`config.mk`:
```
export PLATFORM = sky130hd
export DESIGN_NAME = sums_pipe
export DESIGN_NICKNAME = d
export VERILOG_FILES = /design/src/rtl/sums_pkg.sv /design/src/rtl/sums_add_level.sv /design/src/rtl/sums_pipe.sv
export SDC_FILE = /design/constraint.sdc
export NUM_CORES = 2
export LEC_CHECK = 0
export CORE_MARGIN = 1
export CORE_UTILIZATION = 55
export CTS_BUF_LIST = sky130_fd_sc_hd__clkbuf_8
export DETAILED_ROUTE_END_ITERATION = 8
export PLACE_DENSITY = 0.76
export RECOVER_POWER = 100
export SYNTH_ARGS = -nofsm -noshare
export SYNTH_HDL_FRONTEND = slang
export SYNTH_SLANG_ARGS = --single-unit
```
`constraint.sdc`:
```
create_clock -name i_clk -period 7.7 [get_ports i_clk]
set_input_delay 0.77 -clock i_clk [delete_from_list [all_inputs] [get_ports i_clk]]
set_output_delay 0.77 -clock i_clk [all_outputs]
set_load 0.03 [all_outputs]
```
`src/rtl/sums_pkg.sv`:
```
// Shared sizing helpers and default parameters for the signed sum/accumulate pipeline.
// Tree lanes of every level are packed back-to-back in one flat bus; the offsets come from here.
package sums_pkg;

  localparam int DEF_I_DATA_W     = 32;
  localparam int DEF_O_DATA_W     = 39;
  localparam int DEF_O_REG_NUMBER = 2;

  function automatic int levels(input int n);
    return (n <= 1) ? 0 : $clog2(n);
  endfunction

  // The tree grows the magnitude by LEVELS bits; negating -2^(I-1) needs one more.
  function automatic bit width_ok(input int i_w, input int lv, input int o_w);
    return o_w >= i_w + lv + 1;
  endfunction

  function automatic int lanes_at(input int n, input int lvl);
    int c;
    c = n;
    for (int k = 0; k < lvl; k++) c = (c + 1) / 2;
    return c;
  endfunction

  function automatic int lane_off(input int n, input int lvl);
    int s;
    s = 0;
    for (int k = 0; k < lvl; k++) s += lanes_at(n, k);
    return s;
  endfunction

endpackage

```
`src/rtl/sums_add_level.sv`:
```
// One registered adder-tree level: N lanes in, ceil(N/2) pairwise sums out.
// An odd last lane is forwarded unchanged; valid and sideband ride along with the data.
module sums_add_level #(
  parameter int N    = 2,
  parameter int W    = 39,
  parameter int SB_W = 2
) (
  input  logic                          clk_i,
  input  logic                          rst_i,
  input  logic                          vld_i,
  input  logic [SB_W-1:0]               side_i,
  input  logic [N*W-1:0]                dat_i,
  output logic                          vld_o,
  output logic [SB_W-1:0]               side_o,
  output logic [((N+1)/2)*W-1:0]        dat_o
);

  localparam int M = (N + 1) / 2;

  logic [M*W-1:0]  dat_d;
  logic [M*W-1:0]  dat_q;
  logic            vld_q;
  logic [SB_W-1:0] side_q;

  for (genvar k = 0; k < M; k++) begin : g_pair
    if (2 * k + 1 < N) begin : g_add
      assign dat_d[k*W +: W] = dat_i[2*k*W +: W] + dat_i[(2*k+1)*W +: W];
    end else begin : g_pass
      assign dat_d[k*W +: W] = dat_i[2*k*W +: W];
    end
  end

  always_ff @(posedge clk_i) begin
    if (rst_i) begin
      vld_q  <= 1'b0;
      side_q <= '0;
    end else begin
      vld_q  <= vld_i;
      side_q <= side_i;
    end
  end

  always_ff @(posedge clk_i) begin
    dat_q <= dat_d;
  end

  assign vld_o  = vld_q;
  assign side_o = side_q;
  assign dat_o  = dat_q;

endmodule

```
`src/rtl/sums_pipe.sv`:
```
// Signed multi-lane add/subtract tree with optional running accumulator and output delay line.
// Fully pipelined, one beat per cycle, no backpressure; outputs hold their last valid value.
module sums_pipe
  import sums_pkg::*;
#(
  parameter int I_DATA_W     = DEF_I_DATA_W,
  parameter int I_DATA_SIZE  = 8,
  parameter int O_DATA_W     = DEF_O_DATA_W,
  parameter int O_REG_NUMBER = DEF_O_REG_NUMBER
) (
  input  logic                   i_clk,
  input  logic                   i_rst,
  input  logic                   i_valid,
  input  logic [I_DATA_W-1:0]    i_data [I_DATA_SIZE],
  input  logic [I_DATA_SIZE-1:0] i_sub_mask,
  input  logic                   i_acc_en,
  input  logic                   i_acc_clr,
  output logic                   o_valid,
  output logic [O_DATA_W-1:0]    o_data,
  output logic                   o_ovf
);

  localparam int LEVELS = levels(I_DATA_SIZE);
  localparam int W      = O_DATA_W;
  localparam int TOT    = lane_off(I_DATA_SIZE, LEVELS + 1);
  localparam int LAST   = lane_off(I_DATA_SIZE, LEVELS);

  if (!width_ok(I_DATA_W, LEVELS, O_DATA_W) || I_DATA_SIZE < 2 || O_REG_NUMBER < 1) begin : g_bad_cfg
    $error("sums_pipe: illegal parameters (O_DATA_W too narrow, I_DATA_SIZE < 2 or O_REG_NUMBER < 1)");
  end

  // Stage 0: sign-extend and conditionally negate every lane.
  logic [I_DATA_SIZE*W-1:0] s0_dat_d;
  logic [I_DATA_SIZE*W-1:0] s0_dat_q;
  logic [W-1:0]             s0_ext;
  logic                     s0_vld_q;
  logic [1:0]               s0_side_q;

  always_comb begin
    s0_dat_d = '0;
    s0_ext   = '0;
    for (int j = 0; j < I_DATA_SIZE; j++) begin
      s0_ext = {{(W - I_DATA_W){i_data[j][I_DATA_W-1]}}, i_data[j]};
      s0_dat_d[j*W +: W] = i_sub_mask[j] ? (~s0_ext + 1'b1) : s0_ext;
    end
  end

  always_ff @(posedge i_clk) begin
    if (i_rst) begin
      s0_vld_q  <= 1'b0;
      s0_side_q <= '0;
    end else begin
      s0_vld_q  <= i_valid;
      s0_side_q <= {i_acc_en, i_acc_clr};
    end
  end

  always_ff @(posedge i_clk) begin
    s0_dat_q <= s0_dat_d;
  end

  // All tree levels live side by side in one flat bus, level l starting at lane_off(l).
  logic [TOT*W-1:0]       tree_dat;
  logic [LEVELS:0]        tree_vld;
  logic [LEVELS:0][1:0]   tree_side;

  assign tree_dat[I_DATA_SIZE*W-1:0] = s0_dat_q;
  assign tree_vld[0]                 = s0_vld_q;
  assign tree_side[0]                = s0_side_q;

  for (genvar l = 0; l < LEVELS; l++) begin : g_lvl
    localparam int NI = lanes_at(I_DATA_SIZE, l);
    localparam int NO = lanes_at(I_DATA_SIZE, l + 1);
    localparam int OI = lane_off(I_DATA_SIZE, l);
    localparam int OO = lane_off(I_DATA_SIZE, l + 1);

    sums_add_level #(
      .N    (NI),
      .W    (W),
      .SB_W (2)
    ) u_level (
      .clk_i  (i_clk),
      .rst_i  (i_rst),
      .vld_i  (tree_vld[l]),
      .side_i (tree_side[l]),
      .dat_i  (tree_dat[OI*W +: NI*W]),
      .vld_o  (tree_vld[l+1]),
      .side_o (tree_side[l+1]),
      .dat_o  (tree_dat[OO*W +: NO*W])
    );
  end

  // Accumulate stage.
  logic [W-1:0] tree_sum;
  logic         acc_en_s;
  logic         acc_clr_s;
  logic [W-1:0] acc_base;
  logic [W-1:0] acc_sum;
  logic [W-1:0] acc_d, acc_q;
  logic [W-1:0] ac_res_d, ac_res_q;
  logic         ac_ovf_d, ac_ovf_q;
  logic         ac_vld_q;

  assign tree_sum               = tree_dat[LAST*W +: W];
  assign {acc_en_s, acc_clr_s}  = tree_side[LEVELS];

  always_comb begin
    acc_d    = acc_q;
    ac_res_d = ac_res_q;
    ac_ovf_d = ac_ovf_q;
    acc_base = acc_clr_s ? '0 : acc_q;
    acc_sum  = acc_base + tree_sum;
    if (tree_vld[LEVELS]) begin
      if (acc_en_s) begin
        acc_d    = acc_sum;
        ac_res_d = acc_sum;
        ac_ovf_d = (acc_base[W-1] == tree_sum[W-1]) && (acc_sum[W-1] != acc_base[W-1]);
      end else begin
        ac_res_d = tree_sum;
        ac_ovf_d = 1'b0;
        if (acc_clr_s) acc_d = '0;
      end
    end
  end

  always_ff @(posedge i_clk) begin
    if (i_rst) begin
      acc_q    <= '0;
      ac_res_q <= '0;
      ac_ovf_q <= 1'b0;
      ac_vld_q <= 1'b0;
    end else begin
      acc_q    <= acc_d;
      ac_res_q <= ac_res_d;
      ac_ovf_q <= ac_ovf_d;
      ac_vld_q <= tree_vld[LEVELS];
    end
  end

  // Output delay line; payload only advances with a valid beat so the tail holds.
  logic [W-1:0]            dl_dat_q [O_REG_NUMBER];
  logic [O_REG_NUMBER-1:0] dl_vld_q;
  logic [O_REG_NUMBER-1:0] dl_ovf_q;

  always_ff @(posedge i_clk) begin
    if (i_rst) begin
      for (int i = 0; i < O_REG_NUMBER; i++) dl_dat_q[i] <= '0;
      dl_vld_q <= '0;
      dl_ovf_q <= '0;
    end else begin
      dl_vld_q[0] <= ac_vld_q;
      if (ac_vld_q) begin
        dl_dat_q[0] <= ac_res_q;
        dl_ovf_q[0] <= ac_ovf_q;
      end
      for (int i = 1; i < O_REG_NUMBER; i++) begin
        dl_vld_q[i] <= dl_vld_q[i-1];
        if (dl_vld_q[i-1]) begin
          dl_dat_q[i] <= dl_dat_q[i-1];
          dl_ovf_q[i] <= dl_ovf_q[i-1];
        end
      end
    end
  end

  assign o_valid = dl_vld_q[O_REG_NUMBER-1];
  assign o_data  = dl_dat_q[O_REG_NUMBER-1];
  assign o_ovf   = dl_ovf_q[O_REG_NUMBER-1];

endmodule
```
; Yosys cells after proc, flatten, opt, wreduce, memory -nomap -nowiden
; Memories as Yosys holds them, arrays and structs flattened.
; Index checks and enable logic that the tools add are counted.
[op_classes]
n_bitwise = 10
muxes = 22
eq_ne = 2
n_addsub = 16
n_reduce_logical = 1
[ops]
columns = operator, n
row1 = 2-to-1 mux 39 bit, 13
row2 = "adder 39 x 1 -> 39 bit, second input constant", 8
row3 = adder 39 bit, 8
row4 = inverter 39 bit, 8
row5 = 2-to-1 mux 1 bit, 9
row6 = bitwise OR 1 bit, 2
row7 = equality test 1 bit, 1
row8 = logical AND 1 bit, 1
row9 = inequality test 1 bit, 1
[word_totals]
input_bits = 269
word_cells = 71
register_bits = 681
memories = 1
output_inout_bits = 41
mem_bits_rw = 78
[mem_list]
columns = memory, words, width, read_ports, rd_ports_with_merged_regs, write_ports, line
row1 = dl_dat_q, 2, 39, 2, 0, 2, sums_pipe.sv:141  ; logic [W-1:0] dl_dat_q [O_REG_NUMBER];

; Longest topological paths before layout
[depth]
word_depth = 5
mapped_depth = 16

; By module
; Synthesis repeated with hierarchy kept, for this count alone.
[hier_totals]
cells_unflattened = 4621
area_unflattened_um2 = 41846.4
[modules_own_cells]
columns = module, area_each_um2, n_inst, cells_each, seq_area_each_um2
row1 = sums_pipe, 20754.9, 1, 2083, 10329.9
row2 = sums_add_level (g_lvl[0].u_level), 12151.7, 1, 1468, 3183.1
row3 = sums_add_level (g_lvl[1].u_level), 5914.4, 1, 709, 1621.6
row4 = sums_add_level (g_lvl[2].u_level), 3025.4, 1, 361, 840.8

; Worst setup path before layout
; No wires, ideal clock.
[synth_timing]
kind = input to register
start = input i_data[139] in the netlist's numbering
end = register s0_dat_q[150]
path_buffers = 0
cell_stages = 10
arrival_time_ns = 4.094
setup_slack_ns = 3.478
path_cell_list = or4_4 -> or3_1 -> or3_1 -> or4_4 -> or3_4 -> nand2b_4 -> or4_4 -> or4_4 -> o31ai_4 -> o21ai_0
[synth_between]
elab_chain_cells = 3
[synth_rtl]
columns = item, line
row1 = start: declaration, sums_pipe.sv:14  ; input logic [I_DATA_W-1:0] i_data [I_DATA_SIZE],
row2 = inverter 39 bit, sums_pipe.sv:44  ; s0_dat_d[j*W +: W] = i_sub_mask[j] ? (~s0_ext + 1'b1) : s0_ext;
row3 = adder 39 x 1 -> 39 bit, sums_pipe.sv:44
row4 = 2-to-1 mux 39 bit, sums_pipe.sv:44
row5 = via s0_dat_d[150], sums_pipe.sv:33  ; logic [I_DATA_SIZE*W-1:0] s0_dat_d;
row6 = end signal: assignment, sums_pipe.sv:59  ; s0_dat_q <= s0_dat_d;
row7 = end: declaration, sums_pipe.sv:34  ; logic [I_DATA_SIZE*W-1:0] s0_dat_q;
; The timed path passes the listed nets, and every way through them passes these cells.
; A chain may end at the register's enable or synchronous reset.

; Worst setup path in the final report
[layout_timing]
start = register g_lvl[2].u_level.side_q[0]
end = register ac_res_q[37]
[layout_between]
elab_chain_cells = 3
[layout_rtl]
columns = item, line
row1 = start: declaration, sums_add_level.sv:23  ; logic [SB_W-1:0] side_q;
row2 = start signal: assignment, sums_add_level.sv:39  ; side_q <= side_i;
row3 = 2-to-1 mux 39 bit, --
row4 = adder 39 bit, sums_pipe.sv:112  ; acc_sum = acc_base + tree_sum;
row5 = 2-to-1 mux 39 bit, sums_pipe.sv:114  ; if (acc_en_s) begin
row6 = end signal: assignment, sums_pipe.sv:134  ; ac_res_q <= ac_res_d;
row7 = end: declaration, sums_pipe.sv:100  ; logic [W-1:0] ac_res_d, ac_res_q;
; Every way passes these cells.

==> out/metrics.cfg <==
[outcome]
status = finished, violations left
violations = capacitance limit, slew limit

[cts]
clockRootBuffer = clkbuf_8
clkSinkCount = 759
post_cts.repair.setup_buffers = 0
numCtsBuffers = 117
cts.repair.resized = 0
clk_pin_slew_worst_paths_ns = 0.06
htree_levels = 3
cts_tree = done
cts_buffer_depth = 3
cts_hold_buffers = 0
clk_latency_ns = 0.72

[logic_synthesis]
ys_types = 77
yosys.area_share.xor_xnor = 0.1187
ys_seq_elements = 759
syn-mean-instance-area_sq_um = 9.483
synth_top_area_share = 0.3540
syn-cell-area_sq_um = 38510
synth_adder_area_share = 0.1055
synthFlopType = dfxtp_1
synth_largest_area_cell = dfxtp_1
ys_seq_area_frac = 0.4148
synth-compound-area-share = 0.1904
synth_most_common_cell = dfxtp_1
synthTopCellsByCount = dfxtp_1 (681), xnor2_1 (432), ha_1 (312), a21oi_1 (297), o21ai_0 (292)
synth-simple-area-share = 0.1405
ys_async_sr_fraction = 0
synth.area.top_cells = dfxtp_1 (35%), ha_1 (10%), xnor2_1 (9.8%), edfxtp_1 (6.1%), a21oi_1 (3.9%)
synth-edff-count = 78
syn_nets = 4650
yosys_warnings = 0
synthCells = 4061
muxShareOfSynthArea = 0.002599
synth_top_family_by_area = compound AO/OA/AOI/OAI gates

[global_route]
gr-usage-met1 = 0.3095
grt_use_met2 = 0.3963
grt_pass1_wl_um = 137200
top_usage_layer = met2
antenna_found_initial = 9
grt_overflow_total = 0
grt_pass1_vias = 28460
grt_usage = 0.2361
use_met3 = 0.03460
grt_max_degree = 79

[cells_and_area]
nets = 4957
area_growth_pct = 16.22
fin_area_sq_um = 44760
layoutNonFillerInstCount = 5399
fillers = 5725
layout-drive-gt1-share = 0.04905

[place]
placed_cell_area_sq_um = 42200
gp_congestion = 0.9149
place_hpwl_um = 65880
dp.cells = 5180
port_buffers = 309
place_ws_ns = 2.836

[power]
total_power_uw = 15670
cellPowerDensity_nw_per_um2 = 350.0
ir_drop_mv = 0.1649
p_leak_uw = 0.01856

[worst_setup_path]
cp.required_ns = 8.12
crit_start = g_lvl[2].u_level.side_o[0]
r2r_start = g_lvl[2].u_level.side_o[0]
crit_path_max_fanout = 41
crit_type = reg2reg
rr_worst_depth = 16
slowest_delay_ns = 1.53
path_cells = clkbuf_1, nand2b_1, inv_1, ha_1, a21o_1, a21oi_1, o21a_1, nor4b_1, o311ai_0, a21oi_1, a2111oi_0, clkbuf_1, o31a_1, o31a_1, xor2_1, o22ai_1
reg2reg_slack_ns = 1.95
crit_end = ac_res_q[37]
startpoint_type = flip-flop
cpMaxStageDelayCell = clkbuf_1
crit_arrival_ns = 6.17
r2r_end = ac_res_q[37]
endpoint_kind = flip-flop

[floorplanning]
die_w_um = 266.6
initial_utilization = 0.5586
die_area_sq_um = 71080
rows = 96
die_y_um = 266.6
io-pin-count = 310
fp.coreArea_sq_um = 68950

[worst_hold_path]
hold_start = g_lvl[1].u_level.side_o[1]
min_path_type = reg2reg

[timing]
rsz0062_at_grt = no
timing.fmax_mhz = 173.8
tns_ns = 0
period_minus_slack_ns = 5.755
finalSetupViolCount = 0
report.final.slew_viol_count = 223
slew_headroom = -1.431
clock_skew_ns = 0.04099
hold_viol = 0
final.period_utilization = 0.7473
worst-slew-pin-transition_ns = 3.647
layout_setup_ws_ns = 1.945

[detailed_routing]
drc = 0
vias = 29550
drt_iter0_drc = 1642
drt-total-wl_um = 84660
vias_per_cell = 5.474
drtPass1Iterations = 7
ant_nets = 0
wl_per_cell_um = 15.68

[run]
maxCapViolCount = 5

-- logic make-up (layout without fill, tap and decap cells) --
logic type      Yosys count  in the layout
mux                      10             10
flops                   759            759
buf+inv                 242            646
compound gates         1152           1152
other cells               0              3
xor+xnor                522            522
simple gates           1056           1056
fa+ha+maj               320            320
-- worst max-delay path: cells and delay by family, from the launching register on --
family | cells | cell delay, ns
compound gates | 9 | 2.40
fa+ha+maj | 1 | 0.26
simple gates | 2 | 0.37
flops | 1 | 0.31
xor+xnor | 1 | 0.17
buf+inv | 3 | 1.93
-- sequential cells by signal (all words and copies together) (netlist names) --
signal                count
g_lvl.u_level.side_o      6
ac_res_q                 39
g_lvl.u_level.dat_o     273
dl_dat_q                 78
s0_side_q                 2
dl_ovf_q                  2
ac_ovf_q                  1
acc_q                    39
s0_vld_q                  1
ac_vld_q                  1
s0_dat_q                312
dl_vld_q                  2
g_lvl.u_level.vld_o       3
-- per-stage QoR --
stage | utilization | hold WS [ns]
after floorplan | - | 0.4138
after global placement | 0.6121 | 0.4178
after detailed placement | 0.6121 | 0.4268
after CTS | 0.6500 | 0.4432
after global routing | 0.6491 | 0.4524
final | 0.6492 | 0.4372
-- where the power goes --
part           internal (uW)  switching (uW)  leakage, uW
clock network           2050            1540      0.00144
registers               4960             501      0.00652
logic                   2920            3690       0.0106
-- worst min-delay path by stage --
stage / to / slack [ns] / depth (start not counted)
2_1_floorplan: g_lvl[0].u_level.side_o[0] / 0.41 / 1
3_3_place_gp: g_lvl[2].u_level.side_o[1] / 0.42 / 1
3_5_place_dp: g_lvl[1].u_level.side_o[0] / 0.43 / 1
4_1_cts: acc_q[24] / 0.44 / 2
5_1_grt: g_lvl[2].u_level.side_o[1] / 0.45 / 1
6_report: g_lvl[2].u_level.side_o[1] / 0.44 / 1
-- metal layers --
layer	vias up	routed length, um	share of wire
li1	15180	-	-
met1	13580	39720	0.47
met2	649	38770	0.46
met3	144	3954	0.047
met4	2	2205	0.026
met5	-	13	0.00015
-- final cells by class --
type,count,area [sq um],share of cell area
sequential,759,15980,0.3570
tap,931,1165,0.02603
clock buffer,146,2009,0.04490
clock inverter,70,600.6,0.01342
timing repair buffer,316,3129,0.06992
multi-input combinational,3060,21440,0.4790
inverter,114,427.9,0.009561
antenna,3,7.507,0.0001677
-- layout by cell type (no fill, tap or decap), types with 146 or more instances in the layout --
cell             count
dfxtp_1            679
xnor2_1            432
ha_1               312
a21oi_1            297
o21ai_0            293
nand2_1            280
clkdlybuf4s50_1    242
nor2_1             196
nor2b_1            185
a21o_1             155
clkbuf_8           146
No activity file was read; power rests on OpenSTA's default activity.
